--- src/rtl/cordic_engine.sv ---
// Iterative CORDIC engine (rotation/vectoring) with valid/ready handshakes, one micro-rotation per cycle.
// Optional gain compensation stage enabled by defining CORDIC_GAIN_COMP_EN.
module cordic_engine #(
    parameter int N_FRAC     = 7,
    parameter int ITERATIONS = 6
) (
    input  logic                     clk_i,
    input  logic                     rst_i,
    input  logic                     s_valid_i,
    output logic                     s_ready_o,
    input  logic                     mode_i,
    input  logic signed [N_FRAC:0]   x_i,
    input  logic signed [N_FRAC:0]   y_i,
    input  logic signed [N_FRAC:0]   z_i,
    output logic                     m_valid_o,
    input  logic                     m_ready_i,
    output logic signed [N_FRAC:0]   x_o,
    output logic signed [N_FRAC:0]   y_o,
    output logic signed [N_FRAC:0]   z_o,
    output logic                     busy_o
);

    localparam int  W  = N_FRAC + 1;
    localparam int  IW = N_FRAC + 3;
    localparam int  CW = $clog2(ITERATIONS + 1);
    localparam real PI = 3.14159265358979323846;

    typedef enum logic [1:0] {
        S_IDLE   = 2'd0,
        S_CALC   = 2'd1,
        S_OUTPUT = 2'd2
`ifdef CORDIC_GAIN_COMP_EN
        , S_COMP = 2'd3
`endif
    } state_t;

    state_t                 state_q, state_d;
    logic [CW-1:0]          iter_q, iter_d;
    logic                   mode_q, mode_d;
    logic signed [IW-1:0]   x_q, x_d, y_q, y_d, z_q, z_d;
    logic signed [W-1:0]    xo_q, xo_d, yo_q, yo_d, zo_q, zo_d;

    // round(atan(2^-i)/pi * 2^N_FRAC), evaluated at elaboration only
    function automatic int atan_lut(input int i);
        real r;
        r = $atan(1.0 / (2.0 ** i)) / PI * (2.0 ** N_FRAC);
        return $rtoi(r + 0.5);
    endfunction

    function automatic logic signed [W-1:0] sat(input logic signed [IW-1:0] v);
        if ((v[IW-1:W-1] == '0) || (v[IW-1:W-1] == '1))
            return v[W-1:0];
        else if (v[IW-1])
            return {1'b1, {N_FRAC{1'b0}}};
        else
            return {1'b0, {N_FRAC{1'b1}}};
    endfunction

`ifdef CORDIC_GAIN_COMP_EN
    // 1/K ~= 0.607 as x/2 + x/8 - x/64 - x/512
    function automatic logic signed [IW-1:0] gain_comp(input logic signed [IW-1:0] v);
        return (v >>> 1) + (v >>> 3) - (v >>> 6) - (v >>> 9);
    endfunction
`endif

    // Table padded to 2^CW entries so the counter can index it directly
    logic signed [IW-1:0] atan_tab [2**CW];
    for (genvar g = 0; g < 2**CW; g++) begin : g_atan
        localparam int A = (g < ITERATIONS) ? atan_lut(g) : 0;
        assign atan_tab[g] = IW'(A);
    end

    logic                 d_pos;
    logic signed [IW-1:0] x_sh, y_sh, atan_cur, x_rot, y_rot, z_rot;

    always_comb begin
        x_sh     = x_q >>> iter_q;
        y_sh     = y_q >>> iter_q;
        atan_cur = atan_tab[iter_q];
        d_pos    = mode_q ? y_q[IW-1] : ~z_q[IW-1];
        x_rot    = d_pos ? (x_q - y_sh) : (x_q + y_sh);
        y_rot    = d_pos ? (y_q + x_sh) : (y_q - x_sh);
        z_rot    = d_pos ? (z_q - atan_cur) : (z_q + atan_cur);
    end

    always_comb begin
        state_d = state_q;
        iter_d  = iter_q;
        mode_d  = mode_q;
        x_d     = x_q;
        y_d     = y_q;
        z_d     = z_q;
        xo_d    = xo_q;
        yo_d    = yo_q;
        zo_d    = zo_q;
        case (state_q)
            S_IDLE: begin
                if (s_valid_i) begin
                    state_d = S_CALC;
                    iter_d  = '0;
                    mode_d  = mode_i;
                    x_d     = {{2{x_i[W-1]}}, x_i};
                    y_d     = {{2{y_i[W-1]}}, y_i};
                    z_d     = {{2{z_i[W-1]}}, z_i};
                end
            end
            S_CALC: begin
                // Counter runs one step past the last micro-rotation; that step
                // registers the (saturated) result so latency is ITERATIONS+1.
                if (iter_q == CW'(ITERATIONS)) begin
`ifdef CORDIC_GAIN_COMP_EN
                    state_d = S_COMP;
`else
                    xo_d    = sat(x_q);
                    yo_d    = sat(y_q);
                    zo_d    = z_q[W-1:0];
                    state_d = S_OUTPUT;
`endif
                end else begin
                    x_d    = x_rot;
                    y_d    = y_rot;
                    z_d    = z_rot;
                    iter_d = iter_q + CW'(1);
                end
            end
`ifdef CORDIC_GAIN_COMP_EN
            S_COMP: begin
                xo_d    = sat(gain_comp(x_q));
                yo_d    = sat(gain_comp(y_q));
                zo_d    = z_q[W-1:0];
                state_d = S_OUTPUT;
            end
`endif
            S_OUTPUT: begin
                if (m_ready_i)
                    state_d = S_IDLE;
            end
            default: state_d = S_IDLE;
        endcase
    end

    always_ff @(posedge clk_i) begin
        if (rst_i) begin
            state_q <= S_IDLE;
            iter_q  <= '0;
            mode_q  <= 1'b0;
            x_q     <= '0;
            y_q     <= '0;
            z_q     <= '0;
            xo_q    <= '0;
            yo_q    <= '0;
            zo_q    <= '0;
        end else begin
            state_q <= state_d;
            iter_q  <= iter_d;
            mode_q  <= mode_d;
            x_q     <= x_d;
            y_q     <= y_d;
            z_q     <= z_d;
            xo_q    <= xo_d;
            yo_q    <= yo_d;
            zo_q    <= zo_d;
        end
    end

    assign s_ready_o = (state_q == S_IDLE);
    assign m_valid_o = (state_q == S_OUTPUT);
    assign busy_o    = (state_q != S_IDLE);
    assign x_o       = xo_q;
    assign y_o       = yo_q;
    assign z_o       = zo_q;

endmodule

--- config.mk ---
export PLATFORM = sky130hd
export DESIGN_NAME = cordic_engine
export DESIGN_NICKNAME = d
export VERILOG_FILES = /design/src/rtl/cordic_engine.sv
export SDC_FILE = /design/constraint.sdc
export NUM_CORES = 1
export LEC_CHECK = 0
export CAP_MARGIN = 40
export CORE_MARGIN = 1
export CORE_UTILIZATION = 35
export DETAILED_ROUTE_END_ITERATION = 6
export GPL_TIMING_DRIVEN = 0
export SLEW_MARGIN = 20
export SYNTH_ARGS = -nofsm -noshare
export SYNTH_HDL_FRONTEND = slang
export SYNTH_SLANG_ARGS = --single-unit
export TNS_END_PERCENT = 5
--- constraint.sdc ---
create_clock -name clk_i -period 8.8 [get_ports clk_i]
set_input_delay 1.76 -clock clk_i [delete_from_list [all_inputs] [get_ports clk_i]]
set_output_delay 1.76 -clock clk_i [all_outputs]
set_load 0.02 [all_outputs]
==> out/metrics.csv <==
metric,value,unit
syn_avg_cell_area,7.80,um2
r2r_end,y_q[6]$_SDFFE_PP0P_,
seq_area,1200,um2
slew_headroom,47.2,%
drc,0,
critPathSlowestCell,buf_1,
place.gp.congestion,0.899,
via_per_inst,5.99,
antenna_left,0,
post_cts_buffers,0,
ctsResizeCount,0,
worst_path_most_repeated_cell,o21ai_0,
cts_buffers,9,
grt-ovfl-total,0,
drt-initial-drc-count,456,
seq_area_frac_synth,23.0,%
rsz0062_at_grt,no,
synth_nets,735,
critPathBufInv,5,
synth_async_sr_flop_share,0,%
cts_buffer_depth,2,
rows,44,
grt_usage,25.8,%
setup_viol,0,
hold_end,x_o[2]$_SDFFE_PP0P_,
pre_cts_ws,3.88,ns
slew_violations,0,
hp-class,reg2reg,
powerDensity,192,nW/um2
grt_pass1_wl,29300,um
dieHeight,124,um
wl,19000,um
multiInputGateArea,3730,um2
reg2reg_depth,16,
cp_max_fo,10,
initial_core_util,35.9,%
min_period,5.10,ns
cp_top_family,buffers and inverters,
reg2reg_setup_slack,3.70,ns
ys_types,66,
yosys_warnings,0,
worstMarginPinSlew,0.792,ns
drv_cap,0,
antenna_found_initial,0,
critPathKind,reg2reg,
fin_ws,3.70,ns
clkSinkCount,60,
nets,803,
first_global_vias,5212,
cts_max_level,3,
min_from,x_o[2]$_SDFFE_PP0P_,
clockRootBuffer,clkbuf_16,
synth-edff-count,0,
crit_chain,clkbuf_1 > buf_1 > buf_2 > clkbuf_1 > o21ai_0 > ha_1 > o21a_1 > inv_1 > fa_1 > nor2b_1 > o21ai_0 > a21boi_0 > o21ai_0 > and4_1 > a2111oi_0 > nor2_1,
status,finished clean,
cp-end-kind,register,
grt_max_degree,11,
r2r_start,iter_q[2]$_SDFFE_PP0P_,
tns,0,ns
ys_ff_latch,60,
io_buffers,54,
post-route-period-util,58.0,%
ios,56,
drive_above_1_share,7.01,%
fmax,196,MHz
hold_path_depth,2,
first_pass_iters,5,
worstSetupStartpointType,register,
syn_inst,669,
required,9.01,ns
vias,5546,
nFillCells,1499,
worstPathArrival,5.32,ns
peakVddDrop,0.000129,V
cts_tree,built,
clock_latency,0.34,ns
leakagePower,2.39,nW
cts.reportedPaths.clkPinSlew,0.05,ns
finish.utilization,43.5,%
ctsHoldBuffers,0,
antenna_cells,0,
timing.critical_path.slowest_cell_delay,0.59,ns
core-area,14500,um2
dieArea,15400,um2
die-width,124,um
area_delta_synth_final,21.1,%
finalHoldViolCount,0,
syn-cell-area,5220,um2
ys.flop_type,dfxtp_1,
dp_hpwl,14300,um
wl_per_cell,20.5,um
fin_skew,0.00726,ns
area by class of cell:
class / count / area share (%)
clock inverter: 4 / 0.753
timing repair buffer: 57 / 8.87
tap: 184 / 3.64
sequential: 60 / 19.0
clock buffer: 12 / 4.06
inverter: 25 / 1.49
multi-input combinational: 539 / 59.0
buffer: 45 / 3.17
through the flow:
step	std cells	instance area, um2	hold WS, ns	total power [W]
global route	926	6320	0.475	0.00129
detailed placement	910	6010	0.444	0.000840
CTS	926	6320	0.451	0.00121
floorplan	669	5220	0.432	0.000703
finish	926	6320	0.447	0.00121
global placement	907	5990	0.440	0.000826
worst max-delay path by stage:
stage	to	slack [ns]	from	depth (start not counted)
6_report	y_q[6]$_SDFFE_PP0P_	3.70	iter_q[2]$_SDFFE_PP0P_	16
5_1_grt	y_q[6]$_SDFFE_PP0P_	3.44	iter_q[2]$_SDFFE_PP0P_	16
4_1_cts	y_q[6]$_SDFFE_PP0P_	3.85	iter_q[2]$_SDFFE_PP0P_	16
3_5_place_dp	y_q[6]$_SDFFE_PP0P_	3.88	iter_q[2]$_SDFFE_PP0P_	16
3_3_place_gp	y_q[6]$_SDFFE_PP0P_	4.01	iter_q[2]$_SDFFE_PP0P_	16
2_1_floorplan	y_q[9]$_SDFFE_PP0P_	5.03	iter_q[0]$_SDFFE_PP0P_	17
tightest hold or removal path, cell delays in order, from the launching register on:
cell	delay (ns)
dfxtp_1	0.30
nand2_1	0.05
a21oi_1	0.05
sequential cells by signal, summed over array words and instances (netlist names):
signal and cells:
state_q 2, iter_q 3, x_o 8, mode_q 1, z_o 8, y_o 8, x_q 10, y_q 10
z_q 10
cell usage after synthesis (3+ instances only):
master	instances	area (um2)
nand2_1	87	327
a2111oi_0	6	52.6
o211ai_1	3	22.5
a21oi_1	58	290
or3_1	7	43.8
dfxtp_1	60	1200
a211oi_1	16	120
nor3_1	28	140
nor4_1	3	18.8
a21boi_0	5	37.5
o2111ai_1	3	26.3
nand3_1	12	60.1
xnor2_1	21	184
o21a_1	8	60.1
mux2_2	7	78.8
buf_1	4	15.0
fa_1	3	60.1
ha_1	34	425
and2_1	4	25.0
inv_1	23	86.3
clkbuf_1	33	124
buf_2	6	30.0
nand2b_1	6	37.5
mux4_2	8	180
xor2_1	5	43.8
or2_2	3	18.8
nor2b_1	16	100
mux2i_1	14	140
a311oi_1	10	87.6
a21o_1	9	67.6
nor2_1	51	191
a211o_1	4	35.0
o31ai_1	4	30.0
a31oi_1	11	68.8
o21ai_0	52	260
o21bai_1	3	22.5
mux4_1	6	158
cells in the final DEF (no fill, tap or decap), drive strengths merged, types with 5 or more instances in the layout:
master / n
a21o: 9
mux2i: 15
clkdlybuf4s50: 54
ha: 34
or3: 7
nor3: 29
mux4: 14
mux2: 7
o21a: 8
xor2: 5
a211oi: 16
a31oi: 11
o21ai: 54
nand2b: 6
nand2: 87
a21oi: 58
a311oi: 10
dfxtp: 60
nor2b: 16
o31ai: 5
a2111oi: 6
clkbuf: 45
nor2: 51
inv: 23
nand3: 12
a21boi: 6
buf: 15
xnor2: 21
cell families (layout without fill, tap and decap cells):
family          Yosys count  count (layout)  share of synthesized area [%]
xor+xnor                 26              26                           4.37
simple gates            229             229                           20.3
fa+ha+maj                37              37                           9.31
buf+inv                  70             143                           5.64
compound gates          211             211                           26.2
flops                    60              60                           23.0
mux                      36              36                           11.1
report_power, final:
group	total [W]	leakage, nW	internal (W)	switching, W
combinational	0.000525	1.75	0.000224	0.000301
clock	0.000363	0.149	0.000233	0.000130
sequential	0.000325	0.492	0.000292	0.0000334
metal layers:
metal  routed length (um)  global-route usage (%)  vias up
li1                     -                       -     2585
met1                 8780                    36.5     2668
met2                 7910                    37.7      239
met3                 1480                    4.53       54
met4                  805                    12.2        0
met5                    0                       0        -
(Power assumes the default switching activity.)
==> variant 1 (same settings) <==
`y_q` no longer has a reset.
--- a/src/rtl/cordic_engine.sv
+++ b/src/rtl/cordic_engine.sv
@@ -147,3 +147,2 @@
             x_q     <= '0;
-            y_q     <= '0;
             z_q     <= '0;
@@ -157,3 +156,2 @@
             x_q     <= x_d;
-            y_q     <= y_d;
             z_q     <= z_d;
@@ -163,2 +161,6 @@
         end
+    end
+
+    always_ff @(posedge clk_i) begin
+        y_q <= y_d;
     end
Behaviour: same outputs for any inputs over 4 cycles, from zero or initial values and one cycle with rst_i high; that may be too few to reach the edited logic, so the function may still have changed.
==> variant 1 against the original RTL <==
Worst setup slack better by 130 ps. Sequential cell count unchanged. Area after synthesis shrank 5.6%. Wire length is 12% lower. Design area shrank 4.9%. Via count shrank 9.2%. Sequential power grew 9.8%. Power is 7.9% higher. Highest routed layer unchanged.
==> variant 1: results (changes against the original RTL) <==
| Metric | Value |
|---|---|
| Outcome | `finished, final reports clean` |
| Post-Place Cells | `867 (-4.7%)` |
| Crit path DAT | `5050 ps (-270 ps)` |
| Post_cts resized | `0 (unchanged)` |
| Vias in the first global route | `4872 (-6.5%)` |
| GPL Wtd Cong | `0.937 (+4.3%)` |
| Initial antenna violation count | `0 (unchanged)` |
| Final wirelength | `16700 µm (-12%)` |
| Initial DRC Count | `341 (-25%)` |
| EDFF count, synth | `10 (+10)` |
| Layout cells sized above 1 | `5.52% (-1.5 points)` |
| Largest net degree at the start of global routing | `20 (+9)` |
| Post-Syn Nets | `702 (-4.5%)` |
| Internal Power | `0.794 mW (+6.0%)` |
| GRT Total Usage | `23.9% (-2.0 points)` |
| DP HPWL | `12600 µm (-12%)` |
| Max IR drop VDD | `0.130 mV (+0.49%)` |
| Wirelength per Cell | `18.9 µm (-8.0%)` |
| First-pass GRT wire length | `26400 µm (-10%)` |
| Cells taking the most area after synthesis | `dfxtp_1, ha_1, nand2_1` |
| Largest registers | `x_q (10), y_q (10), z_q (10)` |
| Cells after synthesis | `636 (-4.9%)` |
| Max Clock Skew | `6.73 ps (-0.538 ps)` |
| Final nets | `768 (-4.4%)` |
| Pleak | `2.28 nW (-4.7%)` |
| Worst Max-Slew Pin Slew | `748 ps (-43.9 ps)` |
| Synth cell count leaders | `nand2_1, a21oi_1, dfxtp_1, nor2_1, o21ai_0` |
| P_clk | `0.372 mW (+2%)` |
| Seq/Total Area, Yosys | `26.4% (+3.4 points)` |
| Worst-path clk slew | `approximately 60 ps` |
| Crit-path max cell delay | `540 ps (-50 ps)` |
| Total sequential power | `0.357 mW (+9.8%)` |
| Library cells used by synthesis | `61 (-7.6%)` |
| Worst reg2reg path depth | `16 (unchanged)` |
| Vias | `5037 (-9.2%)` |
variant 1: cell count changes after synthesis, sizes merged, moves of 5 or more:
cell     delta
a2111oi     -6
a31oi       -8
dfxtp      -10
edfxtp     +10
mux2        -6
mux2i       +5
mux4        -5
nand2       +8
nor3       -15
xnor2       -6
xor2       +14
variant 1: area by class of cell:
type	instances	area [µm²]
Inverter	28	105
Multi-Input combinational cell	507	3350
Clock inverter	5	58.8
Sequential cell	60	1300
Timing Repair Buffer	55	548
Buffer	41	175
Tap cell	176	220
Fill cell	1355	7500
Clock buffer	11	254
variant 1: per-stage QoR:
step	setup slack (ps)	utilization (%)	area, µm²	power [mW]
global route	3520	44.5	6010	1.40
finish	3820	44.5	6010	1.31
detailed placement	3950	42.2	5700	0.925
floorplan	4970	-	4930	0.777
global placement	3910	42.1	5690	0.914
CTS	3920	44.5	6010	1.30
variant 1: logic make-up after synthesis:
group                    count (synthesis)  share of synthesized area [%]
AO/OA/AOI/OAI                          190                           24.0
buffers and inverters                   69                           5.66
flip-flops                              60                           26.4
multiplexers                            30                           8.48
AND/OR/NAND/NOR                        216                           19.5
XOR/XNOR                                34                           6.05
adder cells (fa/ha/maj)                 37                           9.86
variant 1: worst paths after layout:
kind / startpoint / endpoint / slack, ps
worst max-delay path: iter_q[2]$_SDFFE_PP0P_ / y_q[9]$_DFFE_PP_ / 3820
worst min-delay path: y_o[1]$_SDFFE_PP0P_ / y_o[1]$_SDFFE_PP0P_ / 450
worst max register to register: iter_q[2]$_SDFFE_PP0P_ / y_q[9]$_DFFE_PP_ / 3820
worst min register to register: y_o[1]$_SDFFE_PP0P_ / y_o[1]$_SDFFE_PP0P_ / 450
variant 1: metal layers:
layer  global-route usage (%)  wire length [µm]
met1                     32.2              8120
met2                     37.5              7430
met3                     4.95               779
met4                     8.33               325
met5                        0                 0
==> variant 2 (same settings) <==
Made on the original files. The parameter `N_FRAC` goes from 7 to 8.
--- a/src/rtl/cordic_engine.sv
+++ b/src/rtl/cordic_engine.sv
@@ -3,3 +3,3 @@
 module cordic_engine #(
-    parameter int N_FRAC     = 7,
+    parameter int N_FRAC     = 8,
     parameter int ITERATIONS = 6
Ports: changed (6 resized); port bits go from 56 to 62. The function was not compared with the original's and may differ.
==> variant 2 against the original RTL <==
Sequential cell count up 6. First-iteration DRC count up 30%. Final cell count up 12%. Sequential share of layout area up 0.16 points. Count of clock-buffer cells in the layout down 1. Global-route usage down 0.80 points. Highest routed layer unchanged. Worst setup slack better by 510 ps. Power up 11%. Area after synthesis up 9.5%. Design area up 9.1%. Largest power group unchanged. Fmax up 11%. Wire length up 6.3%.
==> variant 2: results (changes against the original RTL) <==
| Metric | Value |
|---|---|
| Outcome | `finished, final reports clean` |
| Final nets | `896 (+12%)` |
| Insertion delay to the later sink of the worst-skew pair | `370 ps (+30 ps)` |
| Initial DRC Count | `593 (+30%)` |
| Worst Hold End | `x_o[1]$_SDFFE_PP0P_` |
| Htree depth | `3 (unchanged)` |
| Crit path DAT | `4830 ps (-490 ps)` |
| First-pass GRT wire length | `31200 µm (+6.3%)` |
| Max Clock Skew | `20.7 ps (+13.4 ps)` |
| GPL Wtd Cong | `0.951 (+5.9%)` |
| Largest net degree at the start of global routing | `13 (+2)` |
| Setup bufs post-CTS | `0 (unchanged)` |
| Port Buffer Count | `61 (+13%)` |
| Post_cts resized | `0 (unchanged)` |
| Post-Syn Nets | `823 (+12%)` |
| Worst hold path type | `reg -> reg` |
| DP HPWL | `15000 µm (+5.0%)` |
| Library cells used by synthesis | `64 (-3.0%)` |
| Max Root-Sink Buffers | `2 (unchanged)` |
| GRT Total Usage | `25.0% (-0.80 points)` |
| Main synth FF type | `dfxtp_1` |
| Max IR drop VDD | `0.108 mV (-17%)` |
| Worst r2r src | `iter_q[2]$_SDFFE_PP0P_` |
| Vias in the first global route | `5355 (+2.7%)` |
| Initial antenna violation count | `0 (unchanged)` |
| Synth cell count leaders | `nand2_1, a21oi_1, dfxtp_1` |
| Most common cell in the netlist | `nand2_1` |
| Pleak | `2.66 nW (+11%)` |
| Synth Warn # | `0 (unchanged)` |
| Layout cells sized above 1 | `5.94% (-1.1 points)` |
| Clock root buffer | `clkbuf_16` |
| Crit path kind | `reg -> reg` |
| Worst Max-Slew Pin Slew | `784 ps (-8.62 ps)` |
| Largest registers | `x_q (11), y_q (11), z_q (11)` |
| Worst reg2reg path depth | `13 (-3)` |
| Vias | `5926 (+6.9%)` |
| Final wirelength | `20200 µm (+6.3%)` |
| TritonRoute pass-1 iters | `7 (+2)` |
| CTS Buf Count | `9 (unchanged)` |
| Reg-to-reg endpoint | `z_q[9]$_SDFFE_PP0P_` |
| Hold path start | `x_o[1]$_SDFFE_PP0P_` |
| CP Max Fanout | `10 (unchanged)` |
| Cells taking the most area after synthesis | `dfxtp_1, ha_1, nand2_1` |
| FFs w/ async S/R, synth | `0% (unchanged)` |
| Fill cells | `1711 (+14%)` |
| Worst-path clk slew | `80 ps (+30 ps)` |
| Seq/Total Area, Yosys | `23.1% (+0.095 points)` |
| ANT cells | `0 (unchanged)` |
| Reg2reg setup slack | `4200 ps (+510 ps)` |
| Worst Hold Depth | `2 (unchanged)` |
## variant 2: cell count changes in the layout (fill, tap and decap cells not counted), moves of 7 or more
cell	delta
xor2_1	+7
clkdlybuf4s50_1	+7
o21ai_0	+8
a21oi_1	+28
nor2b_1	-11
xnor2_1	+8
mux2i_1	+10
nor3_1	-19
nand2b_1	+7
ha_1	+7
nand2_1	+29
## variant 2: cell families (layout without fill, tap and decap cells)
kind of cell	after synthesis	in the layout	share of synthesized area [%]
xor+xnor	41	41	6.28
flops	66	66	23.1
fa+ha+maj	44	44	10.0
compound gates	253	253	27.2
buf+inv	75	153	5.50
simple gates	225	225	17.1
mux	43	43	10.7
## variant 2: stage by stage
stage	instance area, µm²	worst slack [ps]	utilization (%)	instances	hold slack, ps
floorplan	5710	5070	-	747	445
global placement	6600	4400	41.5	1024	439
detailed placement	6600	4390	41.5	1025	445
CTS	6890	4370	43.4	1041	451
global route	6890	3970	43.4	1041	470
finish	6890	4200	43.4	1041	448
## variant 2: layout make-up
| type | count | area share, % |
|---|---|---|
| buffer | 52 | 3.30 |
| clock buffer | 11 | 3.67 |
| clock inverter | 5 | 0.545 |
| inverter | 23 | 1.25 |
| multi-input combinational | 606 | 59.2 |
| sequential | 66 | 19.2 |
| tap | 216 | 3.92 |
| timing repair buffer | 62 | 8.93 |
## variant 2: power breakdown
group,switching (mW),total (mW),internal (mW)
clock network,0.161,0.368,0.207
logic,0.352,0.614,0.262
registers,0.0415,0.362,0.321
total,0.555,1.34,0.790
## variant 2: how the worst max path moves through the flow
stage	endpoint	slack, ps	cells after the start
final	z_q[9]$_SDFFE_PP0P_	4200	13
after global routing	z_q[9]$_SDFFE_PP0P_	3970	13
after CTS	z_q[9]$_SDFFE_PP0P_	4370	13
after detailed placement	y_q[3]$_SDFFE_PP0P_	4390	6
after global placement	y_q[3]$_SDFFE_PP0P_	4400	6
after floorplan	x_q[7]$_SDFFE_PP0P_	5070	15
## variant 2: metal layers
metal / vias up / wire (µm) / global-route usage [%]
met3: 53 / 1680 / 5.08
li1: 2842 / - / -
met4: 0 / 702 / 11.4
met5: - / 0 / 0
met1: 2758 / 9270 / 35.6
met2: 273 / 8530 / 36.1
## variant 2: worst max-delay path: stages (launching register included)
cell	delay, ps
dfxtp_1	430
clkbuf_1	460
clkbuf_1	520
clkbuf_1	430
buf_1	450
o21ai_0	300
ha_1	330
nor2b_1	130
o21ai_0	240
a21oi_1	140
o21a_1	220
o21ai_0	440
mux2i_1	270
a211oi_1	90
